### src/rtl/io16_pkg.sv
// Shared constants and FSM state encoding for the io16 SPI slave.
package io16_pkg;

    localparam int                   IO16_BYTE_W    = 8;
    localparam logic [IO16_BYTE_W-1:0] IO16_IDLE_FILL = 8'hFF;

    typedef enum logic {
        IO16_IDLE  = 1'b0,
        IO16_SHIFT = 1'b1
    } io16_state_e;

endpackage

### src/rtl/io16_sync.sv
// Single-bit synchronizer of configurable depth with a selectable reset level.
module io16_sync #(
    parameter int   STAGES  = 2,
    parameter logic RST_VAL = 1'b0
) (
    input  logic clk_i,
    input  logic rst_i,
    input  logic d_i,
    output logic q_o
);

    logic [STAGES-1:0] sync_q;

    always_ff @(posedge clk_i or posedge rst_i) begin
        if (rst_i) begin
            sync_q <= {STAGES{RST_VAL}};
        end else begin
            sync_q <= {sync_q[STAGES-2:0], d_i};
        end
    end

    assign q_o = sync_q[STAGES-1];

endmodule

### src/rtl/io16_spi_slave.sv
// Mode-0 SPI slave with byte handshakes on the system clock.
// Optional interrupt output enabled by defining IO16_SPI_INT_EN.
module io16_spi_slave
    import io16_pkg::*;
#(
    parameter int SYNC_STAGES = 2
) (
    input  logic                   IO16_CLK,
    input  logic                   IO16_RST,
    input  logic                   IO16_SPI_CLK_IN,
    input  logic                   IO16_SPI_MOSI_IN,
    input  logic                   IO16_SPI_NSS_IN,
    output logic                   IO16_SPI_MISO_OUT,
    output logic                   IO16_SPI_MISO_OE,
    output logic                   IO16_SPI_INT_OUT,
    output logic [IO16_BYTE_W-1:0] IO16_RX_DATA,
    output logic                   IO16_RX_VALID,
    input  logic                   IO16_RX_READY,
    output logic                   IO16_RX_OVERRUN,
    input  logic [IO16_BYTE_W-1:0] IO16_TX_DATA,
    input  logic                   IO16_TX_VALID,
    output logic                   IO16_TX_READY
);

    localparam int         FLUSH    = SYNC_STAGES + 1;
    localparam logic [2:0] LAST_BIT = 3'(IO16_BYTE_W - 1);

    logic sck_s, mosi_s, nss_s;

    io16_sync #(.STAGES(SYNC_STAGES), .RST_VAL(1'b0)) u_sync_sck (
        .clk_i(IO16_CLK), .rst_i(IO16_RST), .d_i(IO16_SPI_CLK_IN),  .q_o(sck_s)
    );
    io16_sync #(.STAGES(SYNC_STAGES), .RST_VAL(1'b0)) u_sync_mosi (
        .clk_i(IO16_CLK), .rst_i(IO16_RST), .d_i(IO16_SPI_MOSI_IN), .q_o(mosi_s)
    );
    io16_sync #(.STAGES(SYNC_STAGES), .RST_VAL(1'b1)) u_sync_nss (
        .clk_i(IO16_CLK), .rst_i(IO16_RST), .d_i(IO16_SPI_NSS_IN),  .q_o(nss_s)
    );

    io16_state_e            state_q;
    logic [2:0]             flush_q;
    logic                   sck_prev_q, nss_prev_q;
    logic [2:0]             bit_cnt_q;
    logic [IO16_BYTE_W-1:0] rx_sh_q, tx_sh_q, rx_data_q;
    logic                   rx_valid_q, rx_ovr_q, tx_ready_q, miso_oe_q, done_q;

    logic                   live, sck_rise, sck_fall, nss_rise, nss_fall;
    logic [IO16_BYTE_W-1:0] tx_load;

    // Edges are ignored until the synchronizers hold real pin levels, so a
    // reset released while NSS is low cannot fake a chip-select fall.
    assign live     = (flush_q == 3'(FLUSH));
    assign sck_rise = live &  sck_s & ~sck_prev_q;
    assign sck_fall = live & ~sck_s &  sck_prev_q;
    assign nss_rise = live &  nss_s & ~nss_prev_q;
    assign nss_fall = live & ~nss_s &  nss_prev_q;
    assign tx_load  = IO16_TX_VALID ? IO16_TX_DATA : IO16_IDLE_FILL;

    always_ff @(posedge IO16_CLK or posedge IO16_RST) begin
        if (IO16_RST) begin
            state_q    <= IO16_IDLE;
            flush_q    <= '0;
            sck_prev_q <= 1'b0;
            nss_prev_q <= 1'b1;
            bit_cnt_q  <= '0;
            rx_sh_q    <= '0;
            tx_sh_q    <= '0;
            rx_data_q  <= '0;
            rx_valid_q <= 1'b0;
            rx_ovr_q   <= 1'b0;
            tx_ready_q <= 1'b0;
            miso_oe_q  <= 1'b0;
            done_q     <= 1'b0;
        end else begin
            sck_prev_q <= sck_s;
            nss_prev_q <= nss_s;
            if (!live) flush_q <= flush_q + 3'd1;
            tx_ready_q <= 1'b0;
            rx_ovr_q   <= 1'b0;
            done_q     <= 1'b0;

            // A completing byte wins over a same-cycle accept: accept-then-load.
            if (done_q) begin
                if (rx_valid_q && !IO16_RX_READY) begin
                    rx_ovr_q <= 1'b1;
                end else begin
                    rx_data_q  <= rx_sh_q;
                    rx_valid_q <= 1'b1;
                end
            end else if (rx_valid_q && IO16_RX_READY) begin
                rx_valid_q <= 1'b0;
            end

            case (state_q)
                IO16_IDLE: begin
                    if (nss_fall) begin
                        state_q    <= IO16_SHIFT;
                        miso_oe_q  <= 1'b1;
                        bit_cnt_q  <= '0;
                        rx_sh_q    <= '0;
                        tx_sh_q    <= tx_load;
                        tx_ready_q <= IO16_TX_VALID;
                    end
                end
                IO16_SHIFT: begin
                    if (nss_rise) begin
                        state_q   <= IO16_IDLE;
                        miso_oe_q <= 1'b0;
                        bit_cnt_q <= '0;
                        rx_sh_q   <= '0;
                    end else begin
                        if (done_q) begin
                            tx_sh_q    <= tx_load;
                            tx_ready_q <= IO16_TX_VALID;
                        end
                        if (sck_rise) begin
                            rx_sh_q   <= {rx_sh_q[IO16_BYTE_W-2:0], mosi_s};
                            bit_cnt_q <= bit_cnt_q + 3'd1;
                            done_q    <= (bit_cnt_q == LAST_BIT);
                        end
                        // The fall after a byte boundary must keep the freshly
                        // reloaded MSB on the line, so it does not shift.
                        if (sck_fall && bit_cnt_q != 3'd0) begin
                            tx_sh_q <= {tx_sh_q[IO16_BYTE_W-2:0], 1'b0};
                        end
                    end
                end
                default: state_q <= IO16_IDLE;
            endcase
        end
    end

    assign IO16_SPI_MISO_OUT = miso_oe_q & tx_sh_q[IO16_BYTE_W-1];
    assign IO16_SPI_MISO_OE  = miso_oe_q;
    assign IO16_RX_DATA      = rx_data_q;
    assign IO16_RX_VALID     = rx_valid_q;
    assign IO16_RX_OVERRUN   = rx_ovr_q;
    assign IO16_TX_READY     = tx_ready_q;

`ifdef IO16_SPI_INT_EN
    logic int_q;

    always_ff @(posedge IO16_CLK or posedge IO16_RST) begin
        if (IO16_RST) begin
            int_q <= 1'b0;
        end else begin
            int_q <= rx_valid_q | ((state_q == IO16_IDLE) & ~IO16_TX_VALID);
        end
    end

    assign IO16_SPI_INT_OUT = int_q;
`else
    assign IO16_SPI_INT_OUT = 1'b0;
`endif

endmodule

### config.mk
export PLATFORM = sky130hd
export DESIGN_NAME = io16_spi_slave
export DESIGN_NICKNAME = d
export VERILOG_FILES = /design/src/rtl/io16_pkg.sv /design/src/rtl/io16_sync.sv /design/src/rtl/io16_spi_slave.sv
export SDC_FILE = /design/constraint.sdc
export NUM_CORES = 1
export LEC_CHECK = 0
export ABC_AREA = 1
export CAP_MARGIN = 20
export CORE_UTILIZATION = 41
export CTS_CLUSTER_SIZE = 14
export DETAILED_ROUTE_END_ITERATION = 8
export DONT_BUFFER_PORTS = 1
export SLEW_MARGIN = 40
export SYNTH_ARGS = -nofsm -noshare
export SYNTH_HDL_FRONTEND = slang
export SYNTH_SLANG_ARGS = --single-unit
### constraint.sdc
create_clock -name IO16_CLK -period 1.8 [get_ports IO16_CLK]
set_clock_uncertainty 0.2 [all_clocks]
set_input_delay 0.18 -clock IO16_CLK [delete_from_list [all_inputs] [get_ports IO16_CLK]]
set_output_delay 0.18 -clock IO16_CLK [all_outputs]
set_load 0.02 [all_outputs]
==> results of run 1 <==
## registers in the layout (all words and copies together), names as in the netlist
signal / count
IO16_RX_DATA: 8
IO16_RX_OVERRUN: 1
IO16_RX_VALID: 1
IO16_SPI_MISO_OE: 1
IO16_TX_READY: 1
bit_cnt_q: 3
done_q: 1
flush_q: 3
nss_prev_q: 1
rx_sh_q: 8
sck_prev_q: 1
state_q: 1
tx_sh_q: 8
u_sync_mosi.sync_q: 2
u_sync_nss.sync_q: 2
u_sync_sck.sync_q: 2
## logic make-up after synthesis
kind of cell / count (synthesis)
and+or+nand+nor: 87
other: 1
buffers and inverters: 37
xor gates and xnor gates: 1
muxes: 2
DFF: 44
AOI/OAI and AO/OA: 23
adders and majority gates: 5
## final cells by class
| class | instances | area [µm²] | area share |
|---|---|---|---|
| clock buffers | 8 | 90.1 | 0.0392 |
| inverters | 32 | 123 | 0.0534 |
| multi-input cells | 119 | 641 | 0.279 |
| flip-flops and latches | 44 | 1100 | 0.481 |
| well taps | 52 | 65.1 | 0.0283 |
| repair buffers | 28 | 274 | 0.119 |
## cells in the mapped netlist, types with 2 or more instances
| library cell | count | area (µm²) |
|---|---|---|
| buf_4 | 2 | 15.0 |
| clkinv_1 | 2 | 7.51 |
| nand2_1 | 58 | 218 |
| o21ai_0 | 10 | 50.1 |
| nand2_4 | 3 | 33.8 |
| inv_1 | 28 | 105 |
| nand3_1 | 9 | 45.0 |
| nor2_1 | 10 | 37.5 |
| o21ai_1 | 11 | 55.1 |
| mux2_2 | 2 | 22.5 |
| nor2_2 | 2 | 12.5 |
| ha_1 | 5 | 62.6 |
| dfrtp_1 | 41 | 1030 |
| dfstp_2 | 3 | 78.8 |
## power groups by stage
stage                     clock network (mW)  registers, mW  logic, mW
after floorplan                            0           1.19      0.264
after global placement                     0           1.21      0.341
after detailed placement                   0           1.21      0.343
after CTS                              0.643           1.19      0.383
after global routing                   0.689           1.21      0.457
final                                  0.622           1.19      0.396
## worst max-delay path: stages, from the launching register on
cell and delay [ps]:
dfrtp_1 390, ha_2 210, ha_4 190, nand2_1 70, clkinv_1 90, nand3_2 110, nand2_2 80, nand2_4 100
buf_4 120, nand2_1 50, o21ai_1 70
## worst paths after layout
path / from / to / depth (start not counted)
setup reg to reg: flush_q[0]$_DFFE_PP0P_ / tx_sh_q[0]$_DFFE_PP0P_ / 10
hold / removal: IO16_RST / IO16_RX_OVERRUN$_DFF_PP0_ / 2
max in group asynchronous: IO16_RST / u_sync_nss.sync_q[1]$_DFF_PP1_ / 3
setup / recovery: flush_q[0]$_DFFE_PP0P_ / tx_sh_q[0]$_DFFE_PP0P_ / 10
min in group IO16_CLK: u_sync_sck.sync_q[0]$_DFF_PP0_ / u_sync_sck.sync_q[1]$_DFF_PP0_ / 0
hold reg to reg: u_sync_sck.sync_q[0]$_DFF_PP0_ / u_sync_sck.sync_q[1]$_DFF_PP0_ / 0
## per-layer routing
layer,up-vias,GRT usage,wire length (µm)
met3,9,0.0465,137
met5,-,0,0
met4,0,0.102,96
li1,671,-,-
met2,30,0.259,1670
met1,638,0.182,1420
## repair_timing
| action | CTS | global route |
|---|---|---|
| hold buffers | 14 | 0 |
| endpoints found under the hold margin | 55 | 0 |
| pin swaps | 1 | 2 |
| setup endpoints to repair | 20 | 15 |
| buffers inserted | 2 | 2 |
| gates resized for setup | 4 | 6 |
## per-stage QoR
| step | setup WS (ps) | util | std cells | power (mW) | setup TNS, ps |
|---|---|---|---|---|---|
| 5_1_grt | -30.4 | 0.524 | 283 | 2.35 | -125 |
| 2_1_floorplan | 42.4 | - | 200 | 1.46 | 0 |
| 4_1_cts | 16.0 | 0.516 | 281 | 2.22 | 0 |
| 6_report | 47.6 | 0.524 | 283 | 2.21 | 0 |
| 3_5_place_dp | -122 | 0.457 | 257 | 1.55 | -1520 |
| 3_3_place_gp | -48.6 | 0.457 | 257 | 1.55 | -282 |
==> flow_summary.ini, run 1 <==
[cts]
cts-buffers-inserted = 5
worst_setup_hold_path_clk_slew_ps = 80
clock_tree.root_cell = clkbuf_8
clk_path_buf_depth = 2
clk_latency_ps = 290
tritoncts = built
clock_sink_count = 44
cts-htree-levels = 2

[grt]
grt_first_pass_wirelength_mm = 5.95
grt_max_degree = 30
global_route.usage.total = 0.159
number_of_global_route_vias_before_repair = 1389
grt_antenna_before_repair = 0
overflow = 0

[setup_path]
critical_path.startpoint_type = register
timing.critical_path.arrival_ps = 1770
timing.setup.critical_path_class = reg -> reg
cp.required_ps = 1820
cp-end-kind = register
cp_max_fo = 7
worst-r2r-setup-slack_ps = 50

[placement]
placement.io_buffers = 0
dpl-instance-area_um2 = 2000
dp.final_hpwl_mm = 2.19
routabilityCongestion = 0.786

[floorplan]
floorplan.die.height_um = 69.6
floorplan.initialDensity = 0.427
ios = 29
die_footprint_um2 = 4840
dieWidth_um = 69.6
floorplan.core_area_um2 = 4380
core.rowCount = 24

[detailed_routing]
via_per_inst = 4.76
detailedRoute.firstPassIterationCount = 4
detail_route.wirelength_mm = 3.32
total_number_of_vias = 1348
detailed_route_drc_error_count = 0
initialDrtViolationCount = 64
per_cell_routed_wire_length_um = 11.7
ant_nets = 0

[yosys]
syn_nets = 220
synth_xor_area_frac = 0.00468
number_of_enable_flip_flop_cells_after_synthesis = 0
synth.ff_latch_count = 44
post_synth_mux_area_share = 0.0120
synth_async_sr_flop_share = 1.00
post_synth_inst_count = 200
synth_seq_area_share = 0.590
synth_top_family_by_area = simple AND/OR/NAND/NOR gates
synthSimpleGateAreaFrac = 0.207
synth-warning-count = 0
synthDistinctLibCells = 28
dominantRegCellSynth = dfrtp_1
synthAdderAreaFrac = 0.0334
synth_compound_gate_area_share = 0.0668
post_synth_instance_area_um2 = 1870
synthesis.area_per_instance_um2 = 9.37

[finish]
drive_above_1_share = 0.177
final_cell_mix = 56 x nand2_1, 41 x dfrtp_1, 27 x inv_1
fin_area_um2 = 2300
number_of_nets_in_the_finished_design = 250
antenna_cells_inserted = 0
syn2layout_area_growth_pct = 22.6
num-fill-cells = 404
most_frequent_standard_cell_in_the_layout_excluding_fill_and_tap_cells = nand2_1

[job]
cap_viol_max_count = 0

[sta]
maxSlewViolCount = 0
worst_hold_slack_ps = 123
period_utilization = 0.974
max_clock_freq_ghz = 0.571
period_minus_slack_ps = 1750
worst_slew_margin_rel = 0.600
tightest_pin_transition_ps = 596
setup_viol = 0
rsz_0062_raised_after_global_routing = yes
hold_violations = 0

[power_and_ir_drop]
sequentialPowerShare = 0.539
share_clk_of_total_power = 0.281
power.static_leakage_nw = 1.09
power.combinational.fraction = 0.179
p_sw_mw = 0.618
internal_power_mw = 1.59
irDropWorstVdd_mv = 0.597
power.switching_fraction = 0.280
power.density_nw_per_um2 = 962

[status]
result_of_the_run = finished clean

[min_path]
hold_class = in -> async
No activity file was read; power rests on OpenSTA's default activity.
==> run 2, diff against run 1 <==
--- a/config.mk
+++ b/config.mk
@@ -6,7 +6,6 @@
 export NUM_CORES = 1
 export LEC_CHECK = 0
 export ABC_AREA = 1
-export CAP_MARGIN = 20
 export CORE_UTILIZATION = 41
 export CTS_CLUSTER_SIZE = 14
 export DETAILED_ROUTE_END_ITERATION = 8
@@ -14,4 +13,5 @@
 export SLEW_MARGIN = 40
 export SYNTH_ARGS = -nofsm -noshare
 export SYNTH_HDL_FRONTEND = slang
+export SYNTH_HIERARCHICAL = 1
 export SYNTH_SLANG_ARGS = --single-unit
==> flow_summary.ini, run 2 <==
[power_and_ir_drop]
power.density_nw_per_um2 = 1040
power.switching_fraction = 0.267
power.static_leakage_nw = 1.10
power.combinational.fraction = 0.154
share_clk_of_total_power = 0.341
irDropWorstVdd_mv = 0.538
p_sw_mw = 0.633
sequentialPowerShare = 0.506
internal_power_mw = 1.74

[yosys]
synth.ff_latch_count = 44
syn_nets = 223
synth_seq_area_share = 0.587
yosysMostFrequentCell = nand2_1
post_synth_mux_area_share = 0.0120
synth_top_family_by_area = simple AND/OR/NAND/NOR gates
post_synth_inst_count = 203
synthesis.area_per_instance_um2 = 9.26
number_of_enable_flip_flop_cells_after_synthesis = 0
synthTopCellsByCount = 57 x nand2_1, 41 x dfrtp_1, 33 x inv_1
synthAdderAreaFrac = 0.0333
synthDistinctLibCells = 27
dominantRegCellSynth = dfrtp_1
netlist.top_cell.by_area = dfrtp_1
post_synth_instance_area_um2 = 1880
synth_async_sr_flop_share = 1.00
synth_xor_area_frac = 0.00466
synthSimpleGateAreaFrac = 0.202
synthDominantCellAreaShare = 0.546
synth-warning-count = 6
synth_compound_gate_area_share = 0.0679
synth_area_leaders = dfrtp_1 55%, nand2_1 11%, inv_1 6.6%

[cts]
clk_path_buf_depth = 2
cts-buffers-inserted = 5
cts.repair_timing.setup_buffer_count = 0
cts-htree-levels = 2
tritoncts = built
clock_tree.root_cell = clkbuf_8
clk_latency_ps = 290
clock_sink_count = 44
worst_setup_hold_path_clk_slew_ps = 80

[finish]
fin_area_um2 = 2280
drive_above_1_share = 0.166
number_of_nets_in_the_finished_design = 248
antenna_cells_inserted = 0
finalCoreUtilization = 0.521
final_cell_mix = 56 x nand2_1, 41 x dfrtp_1, 32 x inv_1
most_frequent_standard_cell_in_the_layout_excluding_fill_and_tap_cells = nand2_1
syn2layout_area_growth_pct = 21.4

[setup_path]
worst-r2r-setup-slack_ps = 140
critical_path.startpoint = flush_q[1]$_DFFE_PP0P_
cp-end-kind = register
path_buf_inv = 1
slowest_stage = dfrtp_1
worst_path_largest_cell_delay_ps = 360
crit_path_cell_trace = ha_2, ha_4, nand2_1, inv_2, nand3_4, nor2_4, nand2_1, nand3_2, nand2_1
worst_r2r_startpoint = flush_q[1]$_DFFE_PP0P_
timing.critical_path.mode_cell = nand2_1
cp_max_fo = 7
timing.setup.critical_path_class = reg -> reg
cp.required_ps = 1790
crit_family = simple AND/OR/NAND/NOR gates
timing.critical_path.arrival_ps = 1650
critical_path.startpoint_type = register

[sta]
period_minus_slack_ps = 1660
period_utilization = 0.925
maxSlewViolCount = 0
setup_viol = 0
hold_violations = 0
setup_total_negative_slack_ps = 0
max_clock_freq_ghz = 0.601
rsz_0062_raised_after_global_routing = no

[grt]
global_route.usage.total = 0.146
grt_use_met3 = 0.0407
overflow = 0
number_of_global_route_vias_before_repair = 1238
grt_first_pass_wirelength_mm = 5.45
grt_max_degree = 39
grt_antenna_before_repair = 0
globalRoute.busiestLayer = met2
met2_routing_resource_usage_after_global_routing = 0.211
globalRouteMet1Util = 0.185

[floorplan]
floorplan.core_area_um2 = 4380
die_footprint_um2 = 4860
dieWidth_um = 69.7
ios = 29
floorplan.die.height_um = 69.7
core.rowCount = 24
floorplan.initialDensity = 0.429

[job]
cap_viol_max_count = 0

[detailed_routing]
via_per_inst = 4.58
detailedRoute.firstPassIterationCount = 4
detail_route.wirelength_mm = 3.21
per_cell_routed_wire_length_um = 11.4
initialDrtViolationCount = 79
total_number_of_vias = 1286
detailed_route_drc_error_count = 0
ant_nets = 0

[placement]
placement.io_buffers = 0
dpl-instance-area_um2 = 1970
routabilityCongestion = 0.781
dp.final_hpwl_mm = 2.03

[status]
result_of_the_run = finished clean

[min_path]
hold_class = in -> async
-- run 2: cell count changes in the layout (fill, tap and decap cells not counted), sizes merged --
cell / delta
buf: -6
o211ai: -1
a21oi: +2
inv: +5
clkinv: -2
clkbuf: -1
bufinv: +1
-- run 2: final cells by class --
class / count / area [µm²]
inverter: 35 / 136
multi-input combinational: 120 / 651
fill: 400 / 2100
clock inverter: 1 / 30.0
sequential: 44 / 1100
tap: 52 / 65.1
clock buffer: 7 / 96.3
timing repair buffer: 22 / 200
-- run 2: logic make-up after synthesis --
kind of cell	count (synthesis)
and+or+nand+nor	86
adders and majority gates	5
DFF	44
muxes	2
other	1
xor gates and xnor gates	1
buffers and inverters	40
AOI/OAI and AO/OA	24
-- run 2: path summary, 6_finish.rpt --
path                                                         to  depth (start not counted)
max in group asynchronous                  nss_prev_q$_DFF_PP1_                          3
worst max-delay path                     tx_sh_q[5]$_DFFE_PP0P_                          9
worst min-delay path            u_sync_mosi/sync_q[0]$_DFF_PP0_                          2
worst max register to register           tx_sh_q[5]$_DFFE_PP0P_                          9
worst min register to register   u_sync_sck/sync_q[1]$_DFF_PP0_                          0
min in group IO16_CLK            u_sync_sck/sync_q[1]$_DFF_PP0_                          0
-- run 2: power groups by stage --
| stage | registers, mW | clock network (mW) | logic (mW) |
|---|---|---|---|
| 5_1_grt | 1.21 | 0.870 | 0.422 |
| 3_5_place_dp | 1.21 | 0 | 0.319 |
| 6_report | 1.20 | 0.807 | 0.364 |
| 3_3_place_gp | 1.21 | 0 | 0.317 |
| 4_1_cts | 1.20 | 0.836 | 0.346 |
| 2_1_floorplan | 1.19 | 0 | 0.260 |
-- run 2: per-layer routing --
metal | vias up | share of wire
met5 | - | 0
met3 | 11 | 0.046
met2 | 28 | 0.44
met1 | 580 | 0.48
li1 | 667 | -
met4 | 0 | 0.034
-- run 2: timing repair --
action / CTS / global route
hold buffers: 14 / 0
resized for setup: 2 / 7
endpoints found under the hold margin: 57 / 0
setup endpoints to repair: 7 / 15
pin swaps: 0 / 5
gates cloned: 0 / 1
-- run 2: through the flow --
stage | worst slack, ps | hold WS, ps | power, mW | std cells
after floorplan | 76.2 | -279 | 1.45 | 203
after global placement | 14.0 | -273 | 1.53 | 258
after detailed placement | -38.3 | -272 | 1.53 | 258
after CTS | 16.6 | 25.3 | 2.38 | 280
after global routing | 3.24 | 48.5 | 2.50 | 281
final | 135 | 33.8 | 2.37 | 281
